## src/rtl/press_pattern_gen.sv

```systemverilog
// rtl/press_pattern_gen.sv - queued short/long press pattern generator
//
// Queues one-cycle short/long requests and replays each one as a timed high
// level on out_level, followed by a fixed low gap.
//
// Ports:
//   clk_10000Hz  in   10 kHz clock, all state changes on its rising edge
//   rst_n        in   asynchronous active-low reset
//   req_short    in   one-cycle request to enqueue a short symbol
//   req_long     in   one-cycle request to enqueue a long symbol (wins if both)
//   cancel       in   flush the queue and abort the current symbol
//   out_level    out  generated press level, 1 = pressed
//   busy         out  1 while a mark or gap is being played
//   full         out  queue occupancy == DEPTH
//   dropped      out  one-cycle pulse when a request is discarded
//   count        out  queue occupancy, 0..DEPTH
module press_pattern_gen #(
  parameter int SHORT_TICKS = 2000,
  parameter int LONG_TICKS  = 30000,
  parameter int GAP_TICKS   = 2000,
  parameter int DEPTH       = 4,
  parameter int CW          = 15
) (
  input  logic                     clk_10000Hz,
  input  logic                     rst_n,
  input  logic                     req_short,
  input  logic                     req_long,
  input  logic                     cancel,
  output logic                     out_level,
  output logic                     busy,
  output logic                     full,
  output logic                     dropped,
  output logic [$clog2(DEPTH):0]   count
);

  localparam int AW = $clog2(DEPTH);
  localparam int NW = AW + 1;

  // Counters count down to zero, so each phase loads its length minus one.
  localparam logic [CW-1:0] SHORT_LOAD = CW'(SHORT_TICKS - 1);
  localparam logic [CW-1:0] LONG_LOAD  = CW'(LONG_TICKS - 1);
  localparam logic [CW-1:0] GAP_LOAD   = CW'(GAP_TICKS - 1);
  localparam logic [NW-1:0] DEPTH_N    = NW'(DEPTH);

  typedef enum logic [1:0] {
    IDLE  = 2'd0,
    MARK  = 2'd1,
    SPACE = 2'd2
  } state_t;

  state_t          state;
  logic [CW-1:0]   cnt;
  logic [DEPTH-1:0] mem;
  logic [AW-1:0]   wr_ptr;
  logic [AW-1:0]   rd_ptr;

  logic            push_req;
  logic            push_ok;
  logic            pop;
  logic            head;
  logic [NW-1:0]   count_next;

  // Push acceptance looks only at the registered count, so a pop in the
  // same cycle never makes room for that cycle's request.
  always_comb begin
    push_req   = req_short | req_long;
    push_ok    = push_req && (count != DEPTH_N);
    pop        = (count != '0) &&
                 ((state == IDLE) || ((state == SPACE) && (cnt == '0)));
    head       = mem[rd_ptr];
    count_next = count;
    if (push_ok && !pop) begin
      count_next = count + NW'(1);
    end else if (!push_ok && pop) begin
      count_next = count - NW'(1);
    end
  end

  always_ff @(posedge clk_10000Hz or negedge rst_n) begin
    if (!rst_n) begin
      state     <= IDLE;
      cnt       <= '0;
      mem       <= '0;
      wr_ptr    <= '0;
      rd_ptr    <= '0;
      count     <= '0;
      out_level <= 1'b0;
      busy      <= 1'b0;
      full      <= 1'b0;
      dropped   <= 1'b0;
    end else if (cancel) begin
      // Flush wins over everything, including a request in the same cycle,
      // which is discarded silently rather than reported as dropped.
      state     <= IDLE;
      cnt       <= '0;
      wr_ptr    <= '0;
      rd_ptr    <= '0;
      count     <= '0;
      out_level <= 1'b0;
      busy      <= 1'b0;
      full      <= 1'b0;
      dropped   <= 1'b0;
    end else begin
      dropped <= push_req && !push_ok;
      if (push_ok) begin
        mem[wr_ptr] <= req_long;
        wr_ptr      <= wr_ptr + AW'(1);
      end
      if (pop) begin
        rd_ptr <= rd_ptr + AW'(1);
      end
      count <= count_next;
      full  <= (count_next == DEPTH_N);

      case (state)
        IDLE: begin
          if (pop) begin
            cnt       <= head ? LONG_LOAD : SHORT_LOAD;
            out_level <= 1'b1;
            busy      <= 1'b1;
            state     <= MARK;
          end else begin
            cnt       <= '0;
            out_level <= 1'b0;
            busy      <= 1'b0;
          end
        end
        MARK: begin
          if (cnt == '0) begin
            cnt       <= GAP_LOAD;
            out_level <= 1'b0;
            state     <= SPACE;
          end else begin
            cnt <= cnt - CW'(1);
          end
        end
        SPACE: begin
          if (cnt == '0) begin
            // Chain straight into the next mark so the gap stays exact.
            if (pop) begin
              cnt       <= head ? LONG_LOAD : SHORT_LOAD;
              out_level <= 1'b1;
              state     <= MARK;
            end else begin
              busy  <= 1'b0;
              state <= IDLE;
            end
          end else begin
            cnt <= cnt - CW'(1);
          end
        end
        default: begin
          state     <= IDLE;
          cnt       <= '0;
          out_level <= 1'b0;
          busy      <= 1'b0;
        end
      endcase
    end
  end

endmodule

```

## config.mk

```make
export PLATFORM = sky130hd
export DESIGN_NAME = press_pattern_gen
export DESIGN_NICKNAME = d
export VERILOG_FILES = /design/src/rtl/press_pattern_gen.sv
export SDC_FILE = /design/constraint.sdc
export NUM_CORES = 1
export LEC_CHECK = 0
export ABC_CLOCK_PERIOD_IN_PS = 3300
export CORE_ASPECT_RATIO = 0.5
export CORE_UTILIZATION = 47
export DETAILED_ROUTE_END_ITERATION = 7
export PLACE_DENSITY = 0.67
export SYNTH_ARGS = -nofsm -noshare
export SYNTH_HDL_FRONTEND = slang
export SYNTH_SLANG_ARGS = --single-unit
```

## constraint.sdc

```tcl
create_clock -name clk_10000Hz -period 3.3 [get_ports clk_10000Hz]
set_clock_uncertainty 0.15 [all_clocks]
set_input_delay 0.99 -clock clk_10000Hz [delete_from_list [all_inputs] [get_ports clk_10000Hz]]
set_output_delay 0.99 -clock clk_10000Hz [all_outputs]
set_load 0.005 [all_outputs]
```

==> metrics.md, run 1 <==
| Metric | Value |
|---|---|
| Status | complete, no violations |
| Switching power | about 1 mW |
| PortBufs | 11 |
| Post-DP HPWL | between 3000 and 4000 um |
| Fin. Hold Viols | 0 |
| Hold Path Class | flip-flop to flip-flop |
| Final Cycle Share | between 80% and 90% |
| Largest area contributor in the netlist | dfrtp_1 |
| Setup-failing EPs final | 0 |
| Seq/Total Area, Yosys | between 30% and 40% |
| Sw frac | between 40% and 50% |
| Initial antenna violation count | 0 |
| Antenna diodes | 0 |
| Die ar. | around 4600 um2 |
| H-tree depth | 2 |
| I/O Pins | 12 |
| Yosys reg bits | 32 |
| CP Class | flip-flop to flip-flop |
| Slowest cell on crit path | or4_4 |
| Routability Congestion | approximately 0.87 |
| Post-synth top area share | 39.4% |
| Mapped Area | 2030 um2 |
| Max Fclk | around 360 MHz |
| CP most frequent cell | or4_4 |
| Leakage | approximately 1.0 nW |
| Pwr Total | 2.28 mW |
| Final #Nets | approximately 260 |
| Post-Syn Area per Cell | between 8 and 9 um2 |
| Distinct cells, synth | 46 |
| Power Density | approximately 1000 nW/um2 |
| Slew @ Worst Pin | between 600 and 700 ps |
| Async S/R FF share, synth | 100% |
| Die Ht | ~48 um |
| Post-synth EDFFs | 0 |
| Via-to-Cell Ratio | 5.94 |
| Slowest Stage Delay on Critical Path | around 590 ps |
| Die width | 95.0 um |
| CP required | approximately 3400 ps |
| Largest net degree at the start of global routing | 33 |
| Crit path DAT | between 2000 and 3000 ps |
| CTS Buffer Depth | 2 |
| CTS tree | yes |
| Setup TNS | 0 ps |
| Most common cell after layout, fill and taps aside | dfrtp_1 |
| Syn-to-layout area delta | 15.2% |
| Logic pwr share | 54.0% |
| Clk sinks | 32 |
| Clk_lat worst skew | 290 ps |
| Most frequent cells in the layout | dfrtp_1, nor2_1, nand2_1, a21oi_1, o21ai_0 |
| YS warnings | 0 |
| VDD IR max | approximately 380 uV |
| Via count | 1813 |
| Critical Path Source Type | flip-flop |
| Area contributors post-synth | dfrtp_1, a21oi_1, ha_1 |
| Total Wirelength | approximately 4800 um |
| FF+latch area | 801 um2 |
| Share of post-route cells with drive strength above 1 | 10.8% |
| Relative max-transition margin | slightly below 60% |
| Post-CTS setup buffer count | 0 |
| Max Slew Vio Count | 0 |
| Max-cap violation count | 0 |
| Cts repair resizes | 0 |
| DRT antenna net count | 0 |
| Vias in the first global route | roughly 1700 |
| Initial DRC Count | approximately 180 |
| DRC viols | 0 |
| Post-synth top flop | dfrtp_1 |
| Post-Layout Inst Area | between 2000 and 2500 um2 |
| Multi-input logic area | between 1000 and 1500 um2 |
| Crit. End Element | flip-flop |
| FILL cells | 356 |
| Root Buffer | clkbuf_8 |
| Core Region | between 4000 and 5000 um2 |
| Part of the power in the clock network | 16.4% |
| Register share of total power | between 20% and 30% |
| Post-place instance area | 2230 um2 |
| CP Max Fanout | 7 |
| Initial core utilization | 50.5% |
| RSZ-0062 raised after global routing | no |
| Grt ovf | 0 |
| First-pass DRT Iterations | 5 |
| Synthesized netlist cell count | around 230 |
| Cts bufs inserted | 5 |
| CP cell instances | or4_4, or4_4, o21ai_4, a21oi_2, or3_4, a221oi_2 |
| Global-route wire length before repair | between 8000 and 9000 um |
| Clock slew at reported path FFs | 70 ps |
| Fin crit period | 2790 ps |
| Row cnt | 16 |
| Total GRT Usage | about a quarter |
| Int Pwr | 1.29 mW |
| # hold bufs at CTS | 0 |
| DR WL/cell | approximately 16 um |
| Syn nets | about 250 |
power by group through the flow:
| stage | clock network [mW] | registers, mW | logic (mW) |
|---|---|---|---|
| floorplan | 0 | 0.629 | 0.927 |
| global placement | 0 | 0.671 | 1.19 |
| detailed placement | 0 | 0.677 | 1.21 |
| CTS | 0.381 | 0.671 | 1.22 |
| global route | 0.407 | 0.692 | 1.38 |
| finish | 0.375 | 0.674 | 1.23 |
layout make-up:
cell class                 instances  share of cell area (%)
multi-input combinational        182                    49.7
sequential                        32                    34.2
timing repair buffer              17                    6.63
clock buffer                       6                    3.10
tap                               54                    2.89
inverter                          12                    1.93
clock inverter                     2                    1.50
synthesized netlist by cell type (all sizes together) (3+ instances only):
| cell | number |
|---|---|
| a211oi | 3 |
| a21o | 3 |
| a21oi | 26 |
| and3 | 4 |
| clkbuf | 6 |
| dfrtp | 32 |
| ha | 9 |
| inv | 12 |
| mux2 | 4 |
| nand2 | 25 |
| nand3 | 8 |
| nor2 | 26 |
| nor3 | 6 |
| nor3b | 3 |
| o21a | 5 |
| o21ai | 16 |
| or3 | 3 |
| xnor2 | 8 |
| xor2 | 4 |
worst max-delay path: cells and delay by family (launching register included):
family / cells / cell delay [ps]
AO/OA/AOI/OAI: 3 / 650
AND/OR/NAND/NOR: 3 / 1460
flip-flops: 1 / 430
cells by family (layout without fill, tap and decap cells):
kind of cell / count (synthesis) / in the layout / share of synthesized area (%)
simple gates: 89 / 89 / 21.9
buf+inv: 18 / 37 / 3.33
flops: 32 / 32 / 39.4
xor+xnor: 12 / 12 / 5.18
fa+ha+maj: 9 / 9 / 5.55
compound gates: 66 / 66 / 20.8
mux: 6 / 6 / 3.82
stage by stage:
step | hold WS, ps | utilization (%) | setup slack, ps | cells
after floorplan | 324 | - | 707 | 232
after global placement | 346 | 55.4 | 539 | 297
after detailed placement | 347 | 55.4 | 489 | 297
after CTS | 362 | 58.1 | 539 | 305
after global routing | 374 | 58.1 | 356 | 305
final | 356 | 58.1 | 510 | 305
path summary, 6_finish.rpt:
kind	depth (start not counted)	slack, ps	from	to
max reg2reg	6	510	cnt[7]	full
min	1	360	mem[2]	mem[2]
max in group asynchronous	2	1760	rst_n	mem[2]
min in group asynchronous	2	940	rst_n	cnt[11]
max	6	510	cnt[7]	full
min reg2reg	1	360	mem[2]	mem[2]
sequential cells by signal, indices dropped and copies added (netlist names), 2 cells and up:
| signal | cells |
|---|---|
| state | 2 |
| rd_ptr | 2 |
| count | 3 |
| cnt | 15 |
| mem | 4 |
| wr_ptr | 2 |
per-layer routing:
metal	GRT usage, %	up-vias	wire length [um]
li1	-	862	-
met1	32.5	879	2260
met2	34.8	65	2110
met3	5.97	7	360
met4	8.84	0	52
met5	0	-	0
(Power assumes the default switching activity.)
==> inputs of run 2 (changes only) <==
--- a/config.mk
+++ b/config.mk
@@ -5,7 +5,7 @@
 export SDC_FILE = /design/constraint.sdc
 export NUM_CORES = 1
 export LEC_CHECK = 0
-export ABC_CLOCK_PERIOD_IN_PS = 3300
+export ABC_CLOCK_PERIOD_IN_PS = 2710
 export CORE_ASPECT_RATIO = 0.5
 export CORE_UTILIZATION = 47
 export DETAILED_ROUTE_END_ITERATION = 7
==> constraint.sdc (replaced) <==
create_clock -name clk_10000Hz -period 2.71 [get_ports clk_10000Hz]
set_clock_uncertainty 0.15 [all_clocks]
set_input_delay 0.813 -clock clk_10000Hz [delete_from_list [all_inputs] [get_ports clk_10000Hz]]
set_output_delay 0.813 -clock clk_10000Hz [all_outputs]
set_load 0.005 [all_outputs]
==> metrics.md, run 2 (synthesis gave the netlist of run 1 again) <==
| Metric | Value |
|---|---|
| Status | complete, no violations |
| Final Cycle Share | between 90 and 100% |
| CP Max Fanout | 5 |
| Reg-to-reg critical path startpoint | cnt[8] |
| Slowest Stage Delay on Critical Path | between 500 and 600 ps |
| Crit path DAT | roughly 2700 ps |
| Clock slew at reported path FFs | 70 ps |
| DRC viols | 0 |
| Die width | about 95 um |
| First-pass DRT Iterations | 4 |
| Routability Congestion | approximately 0.9 |
| Placed cell count | slightly above 300 |
| Power Density | 1170 nW/um2 |
| Final #Nets | 269 |
| Slew @ Worst Pin | ~420 ps |
| CP required | between 2000 and 3000 ps |
| CP Class | flip-flop to flip-flop |
| Via-to-Cell Ratio | 5.77 |
| PortBufs | 11 |
| Worst reg2reg path depth | 6 |
| Largest net degree at the start of global routing | 33 |
| CTS Buffer Depth | 2 |
| CP most frequent cell | or4_4 |
| Core Region | between 4000 and 5000 um2 |
| Leakage | 1.01 nW |
| Most common cell after layout, fill and taps aside | dfrtp_1 |
| CP cell instances | or4_4, or4_4, o21ai_4, a21oi_2, or3_4, a221oi_2 |
| Largest register FFs | 15 |
| Hold Path Class | flip-flop to flip-flop |
| Critical Path Source Type | flip-flop |
| Via count | roughly 1800 |
| Post-DP HPWL | ~3600 um |
| Die Ht | between 40 and 50 um |
| Fin. Hold Viols | 0 |
| R2R Setup Slk | about 100 ps |
| Initial core utilization | between 50% and 60% |
| VDD IR max | ~450 uV |
| Most frequent cells in the layout | dfrtp_1, nor2_1, nand2_1, a21oi_1, o21ai_0 |
| Grt ovf | 0 |
| Finished Layout Cells | 310 |
| Crit. End Element | flip-flop |
| Dpl ws | between 40 and 50 ps |
| Cts bufs inserted | 5 |
| H-tree depth | 2 |
| Hold Path Stages | 1 |
| Share of post-route cells with drive strength above 1 | between 10 and 15% |
| Cts repair resizes | 0 |
| Hold EP | mem[3] |
| Die ar. | between 4000 and 5000 um2 |
| Global-route wire length before repair | approximately 8200 um |
| Pwr Total | around 2.8 mW |
| Biggest register | cnt |
| DRT antenna net count | 0 |
| Biggest regs | cnt: 15 flops, mem: 4 flops, count: 3 flops |
| Max Fclk | about 380 MHz |
| Total Wirelength | slightly below 5000 um |
| Hold path startpoint | mem[3] |
| Initial DRC Count | 91 |
| Slowest cell on crit path | or4_4 |
| Max-cap violation count | 0 |
| I/O Pins | 12 |
| Vias in the first global route | 1732 |
| Setup-failing EPs final | 0 |
| Max Slew Vio Count | 0 |
| R2r endpoint | full |
| Clk sinks | 32 |
| Hold WS | 351 ps |
| Syn-to-layout area delta | 16.6% |
| Total GRT Usage | between 20% and 30% |
| Fin crit period | 2610 ps |
| # hold bufs at CTS | 0 |
| Relative max-transition margin | between 70% and 80% |
| Root Buffer | clkbuf_8 |
| CTS tree | yes |
| DR WL/cell | 15.7 um |
| Antenna diodes | 0 |
| Post-CTS setup buffer count | 0 |
| Initial antenna violation count | 0 |
| Clk_lat worst skew | ~290 ps |
| FILL cells | about 360 |
| Row cnt | 16 |
| Slack of the critical path | ~100 ps |
run 2: where the power goes:
part | switching [mW] | leakage [nW] | total [mW] | internal, mW
Sequential | 0.170 | 0.421 | 0.812 | 0.642
Combinational | 0.864 | 0.545 | 1.57 | 0.702
Clock | 0.179 | 0.0455 | 0.386 | 0.207
run 2: stage by stage:
stage / TNS [ps] / cell area (um2) / utilization [%]
after global routing: -2.05 / 2370 / 58.8
after global placement: 0 / 2270 / 56.4
after floorplan: 0 / 2030 / -
after CTS: 0 / 2360 / 58.6
after detailed placement: 0 / 2270 / 56.4
final: 0 / 2370 / 58.8
run 2: per-layer routing:
| layer | wire length, um | GRT usage (%) | vias to the layer above |
|---|---|---|---|
| met5 | 0 | 0 | - |
| met4 | 34 | 4.04 | 0 |
| met3 | 279 | 6.60 | 6 |
| met2 | 2230 | 37.3 | 49 |
| met1 | 2330 | 32.9 | 856 |
| li1 | - | - | 877 |
run 2: layout make-up:
class | count | area, um2 | share of cell area (%)
clock buffer | 8 | 90.1 | 3.81
inverter | 12 | 45.0 | 1.90
multi-input combinational | 182 | 1170 | 49.5
sequential | 32 | 801 | 33.8
tap | 54 | 67.6 | 2.85
timing repair buffer | 22 | 193 | 8.14
run 2: how the worst max path moves through the flow:
stage | from | end | slack (ps) | depth (start not counted)
after global placement | req_long | full | 130 | 7
after CTS | cnt[8] | full | 90 | 6
final | cnt[8] | full | 100 | 6
after detailed placement | req_long | full | 40 | 7
after global routing | cnt[8] | full | -2 | 6
after floorplan | cnt[7] | full | 120 | 6
run 2: critical path, delay by kind of cell, from the launching register on:
kind               cells  cell delay (ps)
AOI/OAI and AO/OA      3              520
and+or+nand+nor        3             1440
DFF                    1              410
==> inputs of run 3 (changes only) <==
--- a/config.mk
+++ b/config.mk
@@ -5,11 +5,12 @@
 export SDC_FILE = /design/constraint.sdc
 export NUM_CORES = 1
 export LEC_CHECK = 0
-export ABC_CLOCK_PERIOD_IN_PS = 2710
+export ABC_CLOCK_PERIOD_IN_PS = 2500
 export CORE_ASPECT_RATIO = 0.5
 export CORE_UTILIZATION = 47
 export DETAILED_ROUTE_END_ITERATION = 7
 export PLACE_DENSITY = 0.67
+export SETUP_SLACK_MARGIN = 0.15
 export SYNTH_ARGS = -nofsm -noshare
 export SYNTH_HDL_FRONTEND = slang
 export SYNTH_SLANG_ARGS = --single-unit
==> constraint.sdc (replaced) <==
create_clock -name clk_10000Hz -period 2.5 [get_ports clk_10000Hz]
set_clock_uncertainty 0.15 [all_clocks]
set_input_delay 0.75 -clock clk_10000Hz [delete_from_list [all_inputs] [get_ports clk_10000Hz]]
set_output_delay 0.75 -clock clk_10000Hz [all_outputs]
set_load 0.005 [all_outputs]
==> metrics.md, run 3 (synthesis gave the netlist of run 1 again) <==
| Metric | Value |
|---|---|
| Share of post-route cells with drive strength above 1 | roughly a quarter |
| Initial core utilization | roughly half |
| Finished Layout Cells | between 300 and 400 |
| H-tree depth | 2 |
| CTS tree | yes |
| Total Wirelength | about 5500 um |
| Clk_lat worst skew | slightly below 300 ps |
| R2r endpoint | full |
| Cts bufs inserted | 5 |
| Slew @ Worst Pin | around 560 ps |
| Hold Path Stages | 1 |
| Row cnt | 16 |
| Pwr Total | roughly 3.5 mW |
| Power Density | approximately 1300 nW/um2 |
| DR WL/cell | approximately 17 um |
| Post-place instance area | 2330 um2 |
| Die ar. | about 4600 um2 |
| Setup-failing EPs final | 2 |
| Max-cap violation count | 0 |
| Setup TNS | -29.7 ps |
| Post-layout util | between 60% and 70% |
| I/O Pins | 12 |
| CTS Buffer Depth | 2 |
| PortBufs | 11 |
| Status | finished with violations |
| Syn-to-layout area delta | 30.6% |
| Clk sinks | 32 |
| DRT antenna net count | 0 |
| Leakage | 1.13 nW |
| CP required | around 2600 ps |
| Part of the power in the clock network | roughly an eighth |
| Max Fclk | ~400 MHz |
| Crit path DAT | about 2600 ps |
| R2R Setup Slk | -20 ps |
| FILL cells | about 310 |
| Hold Path Class | flip-flop to flip-flop |
| Grt ovf | 0 |
| Final Cycle Share | 101% |
| Global-route wire length before repair | 8590 um |
| Post-Layout Inst Area | approximately 2700 um2 |
| Hold EP | mem[2] |
| Clock slew at reported path FFs | about 70 ps |
| Relative max-transition margin | 62.4% |
| Int Pwr | 1.90 mW |
| Final #Nets | 287 |
| Initial DRC Count | ~150 |
| Die Ht | 48.5 um |
| Routability Congestion | 0.929 |
| VDD IR max | about 570 uV |
| Post-DP HPWL | between 3000 and 4000 um |
| Crit. End Element | flip-flop |
| Switching power | 1.57 mW |
| Most frequent cells in the layout | dfrtp_1, buf_4, nand2_1 |
| Fin. Hold Viols | 0 |
| Core Region | 4020 um2 |
| CP Class | flip-flop to flip-flop |
| Critical Path Source Type | flip-flop |
| Placed cell count | 310 |
| Biggest register | cnt |
| Antenna diodes | 0 |
| Hold path startpoint | mem[2] |
| First-pass DRT Iterations | 5 |
| Register share of total power | roughly a quarter |
| Largest net degree at the start of global routing | 33 |
| Logic pwr share | 62.5% |
| Most common cell after layout, fill and taps aside | dfrtp_1 |
| RSZ-0062 raised after global routing | yes |
| Via count | 1972 |
| CP Max Fanout | 2 |
| Sw frac | 45.2% |
| Max Slew Vio Count | 0 |
| Root Buffer | clkbuf_8 |
| DRC viols | 0 |
| Fin crit period | between 2000 and 3000 ps |
| Total GRT Usage | 24.7% |
| Biggest regs | cnt: 15 flops, mem: 4 flops, count: 3 flops |
| Via-to-Cell Ratio | between 6 and 7 |
| Failing checks | setup timing |
| Die width | roughly 95 um |
| Vias in the first global route | ~1800 |
| Largest register FFs | 15 |
| Worst reg2reg path depth | 6 |
| Initial antenna violation count | 0 |
| Slack of the critical path | -18.7 ps |
| Reg-to-reg critical path startpoint | cnt[10] |
## run 3: changes by cell type in the layout (fill, tap and decap cells not counted), moves of 3 or more
cell / before / now
o21ai_0: 14 / 9
o21ai_1: 1 / 4
nor2_1: 26 / 20
buf_4: 11 / 25
a21oi_1: 25 / 20
buf_6: 0 / 4
a21oi_2: 1 / 6
nor2_2: 0 / 6
## run 3: layout make-up
type	instances	area, um2	share of cell area, %
clock buffers	7	86.3	3.26
repair buffers	40	343	12.9
clock inverters	1	7.51	0.283
flip-flops and latches	32	801	30.2
well taps	54	67.6	2.55
multi-input cells	182	1300	49.1
inverters	12	45.0	1.70
## run 3: worst max-delay path by stage
stage               cells past startpoint  slack (ps)  startpoint  endpoint
floorplan                               6         -30     cnt[10]      full
global placement                        6          10    req_long      full
detailed placement                      6         -20     cnt[10]      full
CTS                                     6         -40     cnt[10]      full
global route                            6        -110     cnt[10]      full
finish                                  6         -20     cnt[10]      full
## run 3: power groups by stage
stage	registers [mW]	logic [mW]	clock network, mW
after floorplan	0.830	1.22	0
after global placement	0.860	1.74	0
after detailed placement	0.867	1.76	0
after CTS	0.858	1.85	0.438
after global routing	0.897	2.34	0.456
final	0.870	2.17	0.431
## run 3: metrics by stage
step | worst slack (ps) | hold slack, ps
final | -18.7 | 358
after global routing | -115 | 381
after CTS | -38.0 | 360
after detailed placement | -19.5 | 344
after global placement | 11.9 | 341
after floorplan | -31.0 | 304
## run 3: critical path, cell delays in order (launching register included)
cell and delay, ps:
dfrtp_1 380, or4_4 540, or4_4 460, o21ai_4 200
a21oi_2 80, or3_4 380, a221oi_2 250
## run 3: what timing repair did
item                                   CTS  global route
gates cloned                             0             0
setup endpoints to repair               16            23
setup buffers                            2             8
endpoints found under the hold margin    0             0
pin swaps                                2            13
hold buffers                             0             0
gates resized for setup                 13            28
## run 3: per-layer routing
layer | wire [um] | vias to the layer above | global-route usage, %
met5 | 0 | - | 0
met4 | 104 | 0 | 8.08
met3 | 393 | 13 | 5.35
met2 | 2480 | 96 | 37.3
met1 | 2540 | 948 | 35.2
li1 | - | 915 | -
